==> src/rtl/regfile_pkg.sv <==
// Shared definitions for the register file: default geometry and the
// clear-sequencer state encoding.
package regfile_pkg;

    localparam int unsigned DefaultWidth = 8;
    localparam int unsigned DefaultDepth = 4;

    typedef enum logic {
        StIdle  = 1'b0,  // accepting writes, ready high
        StClear = 1'b1   // walking the file, zeroing one register per cycle
    } rf_state_e;

endpackage

==> src/rtl/reg_en_n.sv <==
// Single storage register with load enable, synchronous clear and
// asynchronous active-high reset.
//   clk_i  : clock, rising edge
//   rst_i  : asynchronous reset, active high, clears q_o
//   en_i   : load d_i at the next rising edge
//   clr_i  : synchronous clear, wins over en_i
//   d_i    : load data
//   q_o    : stored value
module reg_en_n
    import regfile_pkg::*;
#(
    parameter int unsigned WIDTH = DefaultWidth
) (
    input  logic             clk_i,
    input  logic             rst_i,
    input  logic             en_i,
    input  logic             clr_i,
    input  logic [WIDTH-1:0] d_i,
    output logic [WIDTH-1:0] q_o
);

    logic [WIDTH-1:0] q_q;

    always_ff @(posedge clk_i or posedge rst_i) begin
        if (rst_i) begin
            q_q <= '0;
        end else if (clr_i) begin
            q_q <= '0;
        end else if (en_i) begin
            q_q <= d_i;
        end
    end

    assign q_o = q_q;

endmodule

==> src/rtl/register_file_n.sv <==
// Multi-ported register file: one write port, two combinational read ports,
// register 0 hardwired to zero, optional write-to-read forwarding and a
// sequenced clear that zeroes registers 1..DEPTH-1 one per cycle.
//   clk_i     : clock, rising edge
//   rst_i     : asynchronous reset, active high
//   we_i      : write enable (ignored while a clear sequence runs)
//   waddr_i   : write address
//   wdata_i   : write data
//   raddr_a_i : read port A address
//   rdata_a_o : read port A data
//   raddr_b_i : read port B address
//   rdata_b_o : read port B data
//   clear_i   : start a clear sequence (ignored while one is running)
//   ready_o   : high when idle and accepting writes
module register_file_n
    import regfile_pkg::*;
#(
    parameter int unsigned WIDTH  = DefaultWidth,
    parameter int unsigned DEPTH  = DefaultDepth,
    parameter bit          BYPASS = 1'b1,
    localparam int unsigned AW    = $clog2(DEPTH)
) (
    input  logic             clk_i,
    input  logic             rst_i,
    input  logic             we_i,
    input  logic [AW-1:0]    waddr_i,
    input  logic [WIDTH-1:0] wdata_i,
    input  logic [AW-1:0]    raddr_a_i,
    output logic [WIDTH-1:0] rdata_a_o,
    input  logic [AW-1:0]    raddr_b_i,
    output logic [WIDTH-1:0] rdata_b_o,
    input  logic             clear_i,
    output logic             ready_o
);

    localparam logic [AW-1:0] LastIdx = AW'(DEPTH - 1);

    rf_state_e        state_q, state_d;
    logic [AW-1:0]    idx_q, idx_d;
    logic             wr_ok;
    logic [WIDTH-1:0] rf_rd [DEPTH];

    // A write is only effective in idle and never to the hardwired zero entry.
    assign wr_ok   = we_i && (state_q == StIdle) && (waddr_i != '0);
    assign ready_o = (state_q == StIdle);

    // Clear sequencer
    always_comb begin
        state_d = state_q;
        idx_d   = idx_q;
        unique case (state_q)
            StIdle: begin
                if (clear_i) begin
                    state_d = StClear;
                    idx_d   = AW'(1);
                end
            end
            StClear: begin
                // Index saturates at the last entry rather than wrapping.
                if (idx_q == LastIdx) begin
                    state_d = StIdle;
                end else begin
                    idx_d = idx_q + AW'(1);
                end
            end
        endcase
    end

    always_ff @(posedge clk_i or posedge rst_i) begin
        if (rst_i) begin
            state_q <= StIdle;
            idx_q   <= '0;
        end else begin
            state_q <= state_d;
            idx_q   <= idx_d;
        end
    end

    // Storage: entry 0 has no flops.
    assign rf_rd[0] = '0;

    for (genvar i = 1; i < DEPTH; i++) begin : g_reg
        logic en;
        logic clr;

        assign en  = wr_ok && (waddr_i == AW'(i));
        assign clr = (state_q == StClear) && (idx_q == AW'(i));

        reg_en_n #(
            .WIDTH (WIDTH)
        ) u_reg (
            .clk_i (clk_i),
            .rst_i (rst_i),
            .en_i  (en),
            .clr_i (clr),
            .d_i   (wdata_i),
            .q_o   (rf_rd[i])
        );
    end

    // Read ports with optional forwarding. Forwarding is suppressed during
    // reset so both ports read zero while rst_i is high.
    always_comb begin
        rdata_a_o = rf_rd[raddr_a_i];
        rdata_b_o = rf_rd[raddr_b_i];
        if (BYPASS && wr_ok && !rst_i) begin
            if (waddr_i == raddr_a_i) begin
                rdata_a_o = wdata_i;
            end
            if (waddr_i == raddr_b_i) begin
                rdata_b_o = wdata_i;
            end
        end
    end

endmodule

==> config.mk <==
export PLATFORM = sky130hd
export DESIGN_NAME = register_file_n
export DESIGN_NICKNAME = d
export VERILOG_FILES = /design/src/rtl/regfile_pkg.sv /design/src/rtl/reg_en_n.sv /design/src/rtl/register_file_n.sv
export SDC_FILE = /design/constraint.sdc
export NUM_CORES = 1
export LEC_CHECK = 0
export CAP_MARGIN = 20
export CELL_PAD_IN_SITES_DETAIL_PLACEMENT = 0
export CELL_PAD_IN_SITES_GLOBAL_PLACEMENT = 1
export CORE_ASPECT_RATIO = 0.9
export CORE_UTILIZATION = 40
export DETAILED_ROUTE_END_ITERATION = 10
export PLACE_DENSITY_LB_ADDON = 0.1
export SETUP_SLACK_MARGIN = 0.1
export SYNTH_ARGS = -nofsm -noshare
export SYNTH_HDL_FRONTEND = slang
export SYNTH_SLANG_ARGS = --single-unit
==> constraint.sdc <==
create_clock -name clk_i -period 1.6 [get_ports clk_i]
set_input_delay 0.24 -clock clk_i [delete_from_list [all_inputs] [get_ports clk_i]]
set_output_delay 0.24 -clock clk_i [all_outputs]
set_load 0.01 [all_outputs]
* After elaboration in Yosys (flattened, before gate mapping)
Index checks and enable logic that the tools add are counted.
** Storage, ports and cells
- Bits in registers :: 27
- Input port bits :: 18
- Output and inout bits :: 17
- Logic and storage cells :: 58
** Cells by class
- Add/subtract/negate cells :: 1
- Magnitude comparators :: 2
- Eq/ne operators :: 10
- Mux-type cells :: 22
- Bitwise operators :: 3
- Reduce and logical (&&, ||, !) cells :: 15
** Operators by type and width (number)
- $mux W8 :: 14
- $bmux W8 S2 :: 2
- $logic_and A1 B1 Y1 :: 9
- $eq A2 B2 Y1 const B :: 4
- $reduce_bool A2 Y1 :: 4
- $ge A3 B3 Y1 const B :: 2
- $not A2 Y3 :: 2
- $eq A2 B1 Y1 const B :: 2
- $eq A2 B2 Y1 :: 2
- $mux W2 :: 2
- $ne A2 B2 Y1 const B :: 2
- $pmux W2 S2 :: 1
- $add A2 B1 Y2 const B :: 1
- $mux W1 :: 2
- $pmux W1 S2 :: 1
- $reduce_and A2 Y1 :: 1
- $logic_not A1 Y1 :: 1
- $not A1 Y1 :: 1

* Depth between registers and ports, before layout
Gate-level depths: netlist (run 1).
- Word-level depth :: 6
- Mapped depth :: 6
- Gate-level depth less buffers :: 5

* Cells and area by module
Synthesis (run 1) repeated with hierarchy kept, for this count alone.
** Unflattened totals
- Cells, all modules :: 171
- Area total of the unflattened synthesis :: 1916.8 um2
** By module, submodules not included
- reg_en_n :: times used 3, cells an instance 27, area each 329.1 um2, sequential area each 200.2 um2
- register_file_n :: times used 1, cells an instance 90, area each 929.6 um2, sequential area each 75.1 um2

* Least setup slack after synthesis (run 1)
Ideal clock, no wire load.
- Kind :: register to output
- From :: reg state_q
- To :: out rdata_b_o[0]
- Arrival time :: 1.301 ns
- Data required time :: 1.360 ns
- Setup slack :: 0.059 ns
- Cell stages (with the launch flop) :: 5
- Buffers on the path :: 1
- Cells stage by stage :: dfrtp_1 buf_6 nor3b_4 o2111ai_4 mux2_2
** On the way
- Word-level cells in the longest chain between the ends :: 5
** Ends and longest elaborated chain
- start, declared :: RTL line register_file_n.sv:38 : rf_state_e state_q, state_d;
- start signal, assigned :: RTL line register_file_n.sv:71 : state_q <= StIdle;
- start signal, assigned :: RTL line register_file_n.sv:74 : state_q <= state_d;
- $not A1 Y1
- $logic_and A1 B1 Y1 (2 in a row) :: RTL line register_file_n.sv:44 : assign wr_ok = we_i && (state_q == StIdle) && (waddr_i != '0);
- $logic_and A1 B1 Y1 :: RTL line register_file_n.sv:106 : if (BYPASS && wr_ok && !rst_i) begin
- $mux W8 :: RTL line register_file_n.sv:106
- end, declared :: RTL line register_file_n.sv:31 : output logic [WIDTH-1:0] rdata_b_o,
No other way between the ends.

* Final worst setup path (run 1)
- From :: in rst_i
- To :: out rdata_a_o[4]
** On the way
- Word-level cells in the longest chain between the ends :: 3
** Ends and longest elaborated chain
- start, declared :: RTL line register_file_n.sv:24 : input logic rst_i,
- $logic_not A1 Y1 :: RTL line register_file_n.sv:106
- $logic_and A1 B1 Y1 :: RTL line register_file_n.sv:106
- $mux W8 :: RTL line register_file_n.sv:106
- end, declared :: RTL line register_file_n.sv:29 : output logic [WIDTH-1:0] rdata_a_o,
No other way between the ends.

==> run_results.csv, run 1 <==
group,metric,value,unit
synthesis,post_synth_inst_count,181,
timing,setup_total_negative_slack,-7.51,ns
finish,final_nets,263,
power_and_ir_drop,clock_power_share,0.135,
setup_path,worstSetupPathType,"input pin to output pin",
cts,clkLatencyLatePin,0.29,ns
drt,avgViaCountPerCell,5.19,
power_and_ir_drop,pwr-share-comb,0.494,
drt,wl_per_cell,17.1,µm
timing,min_period_over_period,1.33,
cts,clock_path_buffers,2,
timing,fin_crit,2.13,ns
synthesis,mappedNetlistNets,202,
synthesis,synth_seq_area_share,0.372,
floorplanning,die_h,65.9,µm
floorplanning,floorplan.die.width,73.0,µm
synthesis,postSynthRegisterBits,27,
placement,place.port_buffers,34,
setup_path,crit_path_end_kind,"output pin",
timing,timing.max_slew.rel_slack,0.706,
placement,dp_cells,290,
setup_path,critical_path_peak_fanout,8,
finish,antenna-diode-count,0,
timing,max_clock_freq,0.468,GHz
run_status,failing_checks,"negative setup slack",
drt,final_antenna_net_count,0,
timing,setup_violations,17,
global_route,global_route_wire_length_before_repair,8.34,mm
placement,routabilityCongestion,0.829,
setup_path,worstPathRequired,1.36,ns
run_status,status,"finished with violations",
timing,timing_max_transition_violations_final,0,
power_and_ir_drop,internal_pwr_total,1.95,mW
global_route,track_usage,0.241,
drt,drt_first_pass_iters,4,
drt,detail_route.iter0.violations,83,
global_route,overflow,0,
drt,detailroute.via_count,1563,
finish,filler_cell_count,350,
global_route,grt_antenna_before_repair,0,
power_and_ir_drop,p_seq_frac,0.371,
cts,htree_levels,1,
setup_path,crit_path_launch_type,"input pin",
cts,cts_tree,"yes",
power_and_ir_drop,p_leak,1.24,nW
drt,post-route-drc-count,0,
synthesis,synth.avg_cell_area,10.0,µm²
cts,clk_transition_reported_paths,0.10,ns
placement,post_dp_cell_area,2400,µm²
drt,postRouteWirelength,5.16,mm
floorplanning,num_io_pins,35,
power_and_ir_drop,max-vdd-ir-drop,0.000802,V
finish,stdcell_count,301,
timing,grt_setup_unrepaired,"yes",
finish,areaGrowthSynthToFinish,45.0,%
cts,clock_tree.root_cell,"sky130_fd_sc_hd__clkbuf_8",
synthesis,ys.warnings.count,0,
power_and_ir_drop,power-per-cell-area,1170,nW/µm²
timing,final_worst_setup_slack,-0.535,ns
timing,final-hold-violation-count,0,
worst_hold_path,hold_class,"input pin to asynchronous set/reset pin",
finish,final_layout_size_suffix_gt1_frac,0.415,
floorplanning,placementRows,22,
floorplanning,fp.dieArea,4810,µm²
timing,finalClockSkew,0.00459,ns
cts,numClockSinks,27,
cts,cts_inserted_buffers,3,
timing,worst-slew-pin-transition,0.438,ns
floorplanning,fp.coreArea,4210,µm²
global_route,grt_start_max_net_pins,17,
global_route,first_global_vias,1650,
power_and_ir_drop,power.share.switching,0.364,
synthesis,post_synth_instance_area,1810,µm²
job,maxCapViolCount,0,
finish,post_layout_inst_area,2630,µm²
placement,dp_hpwl,3.64,mm
floorplanning,initial_utilization,0.431,
finish,post-route-util,0.625,
setup_path,crit_arrival,1.89,ns
synthesis,yosysUniqueCellTypes,25,
power_and_ir_drop,netSwitchingPower,1.12,mW
-- worst max-delay path: stages --
cell and delay [ns]:
sky130_fd_sc_hd__clkdlybuf4s50_1 0.46, sky130_fd_sc_hd__nor3b_4 0.30, sky130_fd_sc_hd__buf_6 0.15, sky130_fd_sc_hd__o2111ai_4 0.13
sky130_fd_sc_hd__buf_12 0.18, sky130_fd_sc_hd__mux2_4 0.31, sky130_fd_sc_hd__buf_6 0.12
-- placed cells by master (no fill, tap or decap), types with 2 or more instances in the layout --
cell	n
sky130_fd_sc_hd__a22o_1	16
sky130_fd_sc_hd__buf_12	5
sky130_fd_sc_hd__buf_4	26
sky130_fd_sc_hd__buf_6	21
sky130_fd_sc_hd__clkbuf_8	3
sky130_fd_sc_hd__clkdlybuf4s50_1	12
sky130_fd_sc_hd__dfrtp_1	27
sky130_fd_sc_hd__dlygate4sd2_1	5
sky130_fd_sc_hd__ha_1	3
sky130_fd_sc_hd__inv_1	5
sky130_fd_sc_hd__mux2_2	28
sky130_fd_sc_hd__mux2_4	4
sky130_fd_sc_hd__mux2i_1	8
sky130_fd_sc_hd__nand2_1	35
sky130_fd_sc_hd__nor2_1	8
sky130_fd_sc_hd__o2111ai_4	2
sky130_fd_sc_hd__o21ai_0	17
sky130_fd_sc_hd__xnor2_2	4
-- layout make-up --
cell class | count | area (µm²) | share of cell area
Tap cell | 60 | 75.1 | 0.0285
Clock buffer | 3 | 41.3 | 0.0157
Inverter | 5 | 18.8 | 0.00713
Clock inverter | 1 | 7.51 | 0.00285
Multi-Input combinational cell | 135 | 1110 | 0.423
Sequential cell | 27 | 676 | 0.257
Timing Repair Buffer | 70 | 701 | 0.266
-- flip-flops by register name (all words and copies together) (netlist names) --
signal	cells
g.u_reg.q_o	24
state_q	1
idx_q	2
-- Yosys cell counts (all sizes together) --
library cell | instances | area, µm²
mux2i | 8 | 80.1
mux2 | 32 | 360
and2 | 1 | 6.26
xnor2 | 4 | 35.0
a22o | 16 | 140
nor3b | 1 | 18.8
nor2b | 2 | 12.5
and4b | 1 | 10.0
inv | 5 | 18.8
dfrtp | 27 | 676
nand2 | 35 | 131
o21ai | 18 | 90.1
o2111ai | 2 | 52.6
nand2b | 1 | 6.26
clkbuf | 2 | 7.51
o2bb2ai | 1 | 8.76
ha | 3 | 37.5
nor2 | 8 | 30.0
nor4bb | 1 | 10.0
and4bb | 1 | 12.5
buf | 12 | 70.1
-- power groups by stage --
| stage | sequential (mW) | clock (mW) | combinational (mW) |
|---|---|---|---|
| after floorplan | 1.09 | 0 | 0.871 |
| after global placement | 1.13 | 0 | 1.36 |
| after detailed placement | 1.15 | 0 | 1.41 |
| after CTS | 1.14 | 0.426 | 1.49 |
| after global routing | 1.17 | 0.455 | 1.67 |
| final | 1.14 | 0.413 | 1.52 |
-- kinds of logic after synthesis --
group	synth area share
AOI/OAI and AO/OA	0.161
xor gates and xnor gates	0.0193
adders and majority gates	0.0207
buffers and inverters	0.0531
DFF	0.372
muxes	0.243
and+or+nand+nor	0.131
-- stage by stage --
stage | hold slack, ns | power, mW | worst slack [ns]
after global placement | 0.522 | 2.49 | -1.02
final | 0.361 | 3.07 | -0.535
after detailed placement | 0.534 | 2.56 | -1.07
after CTS | 0.361 | 3.06 | -0.522
after global routing | 0.391 | 3.29 | -0.604
after floorplan | 0.293 | 1.96 | 0.0588
-- final timing paths --
kind	startpoint	end	slack (ns)	depth (start not counted)
setup reg to reg	state_q$_DFF_PP0_	g_reg[2].u_reg.q_o[2]$_DFFE_PP0P_	-0.01	6
hold reg to reg	g_reg[3].u_reg.q_o[4]$_DFFE_PP0P_	g_reg[3].u_reg.q_o[4]$_DFFE_PP0P_	0.55	2
max in group asynchronous	rst_i	g_reg[1].u_reg.q_o[6]$_DFFE_PP0P_	1.05	3
setup / recovery	rst_i	rdata_a_o[4]	-0.53	7
min in group clk_i	g_reg[3].u_reg.q_o[4]$_DFFE_PP0P_	g_reg[3].u_reg.q_o[4]$_DFFE_PP0P_	0.55	2
hold / removal	rst_i	g_reg[1].u_reg.q_o[4]$_DFFE_PP0P_	0.36	3
-- per-layer routing --
| metal | vias to the layer above | routed length (µm) | global-route usage |
|---|---|---|---|
| met1 | 759 | 2280 | 0.301 |
| met5 | - | 0 | 0 |
| met3 | 9 | 192 | 0.0351 |
| li1 | 758 | - | - |
| met2 | 37 | 2600 | 0.414 |
| met4 | 0 | 82 | 0.0980 |
-- repair_timing --
action,in CTS,in global routing
pin swaps,3,3
gates resized for setup,97,8
hold buffers,0,0
buffers inserted,6,1
setup endpoints to repair,25,24
No activity file was read; power rests on OpenSTA's default activity.
==> inputs of run 2 (changes only) <==
--- a/config.mk
+++ b/config.mk
@@ -9,10 +9,12 @@
 export CELL_PAD_IN_SITES_DETAIL_PLACEMENT = 0
 export CELL_PAD_IN_SITES_GLOBAL_PLACEMENT = 1
 export CORE_ASPECT_RATIO = 0.9
+export CORE_MARGIN = 1
 export CORE_UTILIZATION = 40
 export DETAILED_ROUTE_END_ITERATION = 10
 export PLACE_DENSITY_LB_ADDON = 0.1
 export SETUP_SLACK_MARGIN = 0.1
+export SLEW_MARGIN = 20
 export SYNTH_ARGS = -nofsm -noshare
 export SYNTH_HDL_FRONTEND = slang
 export SYNTH_SLANG_ARGS = --single-unit
==> results of run 2 <==
The final DEF is identical to that of run 1; final timing and power are the same.
==> inputs of run 3 (changes only) <==
--- a/config.mk
+++ b/config.mk
@@ -10,8 +10,9 @@
 export CELL_PAD_IN_SITES_GLOBAL_PLACEMENT = 1
 export CORE_ASPECT_RATIO = 0.9
 export CORE_MARGIN = 1
-export CORE_UTILIZATION = 40
+export CORE_UTILIZATION = 48
 export DETAILED_ROUTE_END_ITERATION = 10
+export DONT_BUFFER_PORTS = 1
 export PLACE_DENSITY_LB_ADDON = 0.1
 export SETUP_SLACK_MARGIN = 0.1
 export SLEW_MARGIN = 20
==> run_results.csv, run 3 (synthesis results as in run 1) <==
group,metric,value,unit
run_status,status,"finished with violations",
run_status,failing_checks,"negative setup slack",
job,maxCapViolCount,0,
setup_path,crit_path_launch_type,"flip-flop",
floorplanning,die_h,60.3,µm
timing,worst-slew-pin-transition,0.777,ns
timing,grt_setup_unrepaired,"yes",
drt,detail_route.iter0.violations,45,
floorplanning,fp.coreArea,3500,µm²
cts,cts_inserted_buffers,3,
setup_path,reg2reg_depth,6,
finish,final_nets,200,
timing,final-hold-violation-count,0,
finish,largest_register_ffs,24,
timing,timing.hold.ws,0.0630,ns
setup_path,crit_path_max_incr_delay,0.43,ns
floorplanning,floorplan.die.width,66.8,µm
cts,clk_transition_reported_paths,0.11,ns
setup_path,worstSetupPathType,"flip-flop to output pin",
power_and_ir_drop,power-per-cell-area,1360,nW/µm²
finish,commonest_non_fill_non_tap_cell_in_the_layout,"sky130_fd_sc_hd__nand2_1",
timing,final_worst_setup_slack,-0.338,ns
finish,layout.cells.most_common_list,"sky130_fd_sc_hd__nand2_1 (35), sky130_fd_sc_hd__mux2_2 (31), sky130_fd_sc_hd__dfrtp_1 (27), sky130_fd_sc_hd__o21ai_0 (17), sky130_fd_sc_hd__a22o_1 (16)",
cts,clock_path_buffers,2,
finish,antenna-diode-count,0,
floorplanning,initial_utilization,0.518,
setup_path,worst-r2r-setup-slack,0.03,ns
timing,fin_crit,1.94,ns
setup_path,reg2reg_from,"state_q$_DFF_PP0_",
global_route,overflow,0,
finish,final_layout_size_suffix_gt1_frac,0.270,
worst_hold_path,min_delay_worst_endpoint,"g_reg[1].u_reg.q_o[7]$_DFFE_PP0P_",
drt,avgViaCountPerCell,6.04,
drt,detailroute.via_count,1341,
setup_path,worstPathCellList,"nor3b_4 > o2111ai_4 > mux2_4",
cts,clock_tree.root_cell,"sky130_fd_sc_hd__clkbuf_8",
finish,stdcell_count,222,
drt,post-route-drc-count,0,
drt,postRouteWirelength,4.35,mm
worst_hold_path,whs_path_depth,2,
placement,dp_hpwl,2.92,mm
placement,placement.setup.worst_slack,0.00278,ns
placement,dp_cells,216,
floorplanning,placementRows,20,
floorplanning,fp.dieArea,4030,µm²
drt,drt_first_pass_iters,4,
drt,wl_per_cell,19.6,µm
timing,min_period_over_period,1.21,
floorplanning,num_io_pins,35,
global_route,track_usage,0.240,
timing,timing_max_transition_violations_final,0,
timing,max_clock_freq,0.516,GHz
timing,timing.max_slew.rel_slack,0.481,
timing,setup_violations,16,
cts,numClockSinks,27,
power_and_ir_drop,p_leak,0.855,nW
timing,finalClockSkew,0.00984,ns
setup_path,critical_path_peak_fanout,8,
cts,cts_tree,"yes",
global_route,global_route_wire_length_before_repair,6.99,mm
global_route,first_global_vias,1403,
finish,areaGrowthSynthToFinish,6.34,%
worst_hold_path,timing.hold.worst.start,"wdata_i[7]",
power_and_ir_drop,max-vdd-ir-drop,0.000709,V
worst_hold_path,hold_class,"input pin to flip-flop",
setup_path,worst_path_max_delay_cell,"sky130_fd_sc_hd__dfrtp_1",
setup_path,crit_arrival,1.70,ns
setup_path,worstPathRequired,1.36,ns
global_route,grt_start_max_net_pins,28,
cts,clkLatencyLatePin,0.28,ns
finish,post_layout_inst_area,1930,µm²
placement,routabilityCongestion,0.819,
setup_path,crit_path_end_kind,"output pin",
cts,htree_levels,1,
placement,post_dp_cell_area,1840,µm²
finish,post-route-util,0.551,
setup_path,regToRegEndpoint,"g_reg[2].u_reg.q_o[5]$_DFFE_PP0P_",
drt,final_antenna_net_count,0,
placement,place.port_buffers,0,
global_route,grt_antenna_before_repair,0,
-- run 3: changes by cell type in the layout (fill, tap and decap cells not counted), sizes merged --
| cell | delta |
|---|---|
| dlygate4sd3 | +1 |
| clkdlybuf4s50 | -12 |
| clkbuf | -1 |
| dlygate4sd2 | -5 |
| buf | -46 |
-- run 3: per-stage QoR --
stage | TNS [ns] | total power, mW
4_1_cts | -4.96 | 2.59
2_1_floorplan | 0 | 1.96
6_report | -5.15 | 2.62
3_3_place_gp | 0 | 2.12
3_5_place_dp | 0 | 2.17
5_1_grt | -6.17 | 2.80
-- run 3: report_power, final --
group / switching [mW] / internal, mW
logic: 0.540 / 0.519
clock network: 0.242 / 0.177
registers: 0.204 / 0.936
total: 0.986 / 1.63
-- run 3: worst max-delay path by stage --
stage	from	to
after global routing	state_q$_DFF_PP0_	rdata_b_o[7]
after global placement	state_q$_DFF_PP0_	rdata_b_o[6]
after floorplan	state_q$_DFF_PP0_	rdata_b_o[0]
final	state_q$_DFF_PP0_	rdata_b_o[3]
after detailed placement	state_q$_DFF_PP0_	rdata_a_o[5]
after CTS	state_q$_DFF_PP0_	rdata_b_o[2]
-- run 3: layout make-up --
class	instances	area, µm²
fill	314	1570
multi-input combinational	135	1070
sequential	27	676
timing repair buffer	7	62.6
tap	44	55.1
clock buffer	3	41.3
inverter	5	18.8
clock inverter	1	7.51
-- run 3: what timing repair did --
item | CTS | global route
setup endpoints to repair | 20 | 24
buffers inserted | 0 | 1
hold buffers | 1 | 0
resized for setup | 0 | 6
hold endpoints to repair | 27 | 0
pin swaps | 2 | 1
-- run 3: worst max-delay path, delay by kind of cell, from the launching register on --
family / cells / cell delay (ns)
multiplexers: 1 / 0.39
AND/OR/NAND/NOR: 1 / 0.30
AO/OA/AOI/OAI: 1 / 0.29
flip-flops: 1 / 0.43
-- run 3: metal layers --
layer	track usage	up-vias	share of wire
met5	0	-	0
met4	0.0395	0	0.0074
met3	0.0725	4	0.057
met2	0.407	32	0.48
met1	0.309	676	0.45
li1	-	629	-
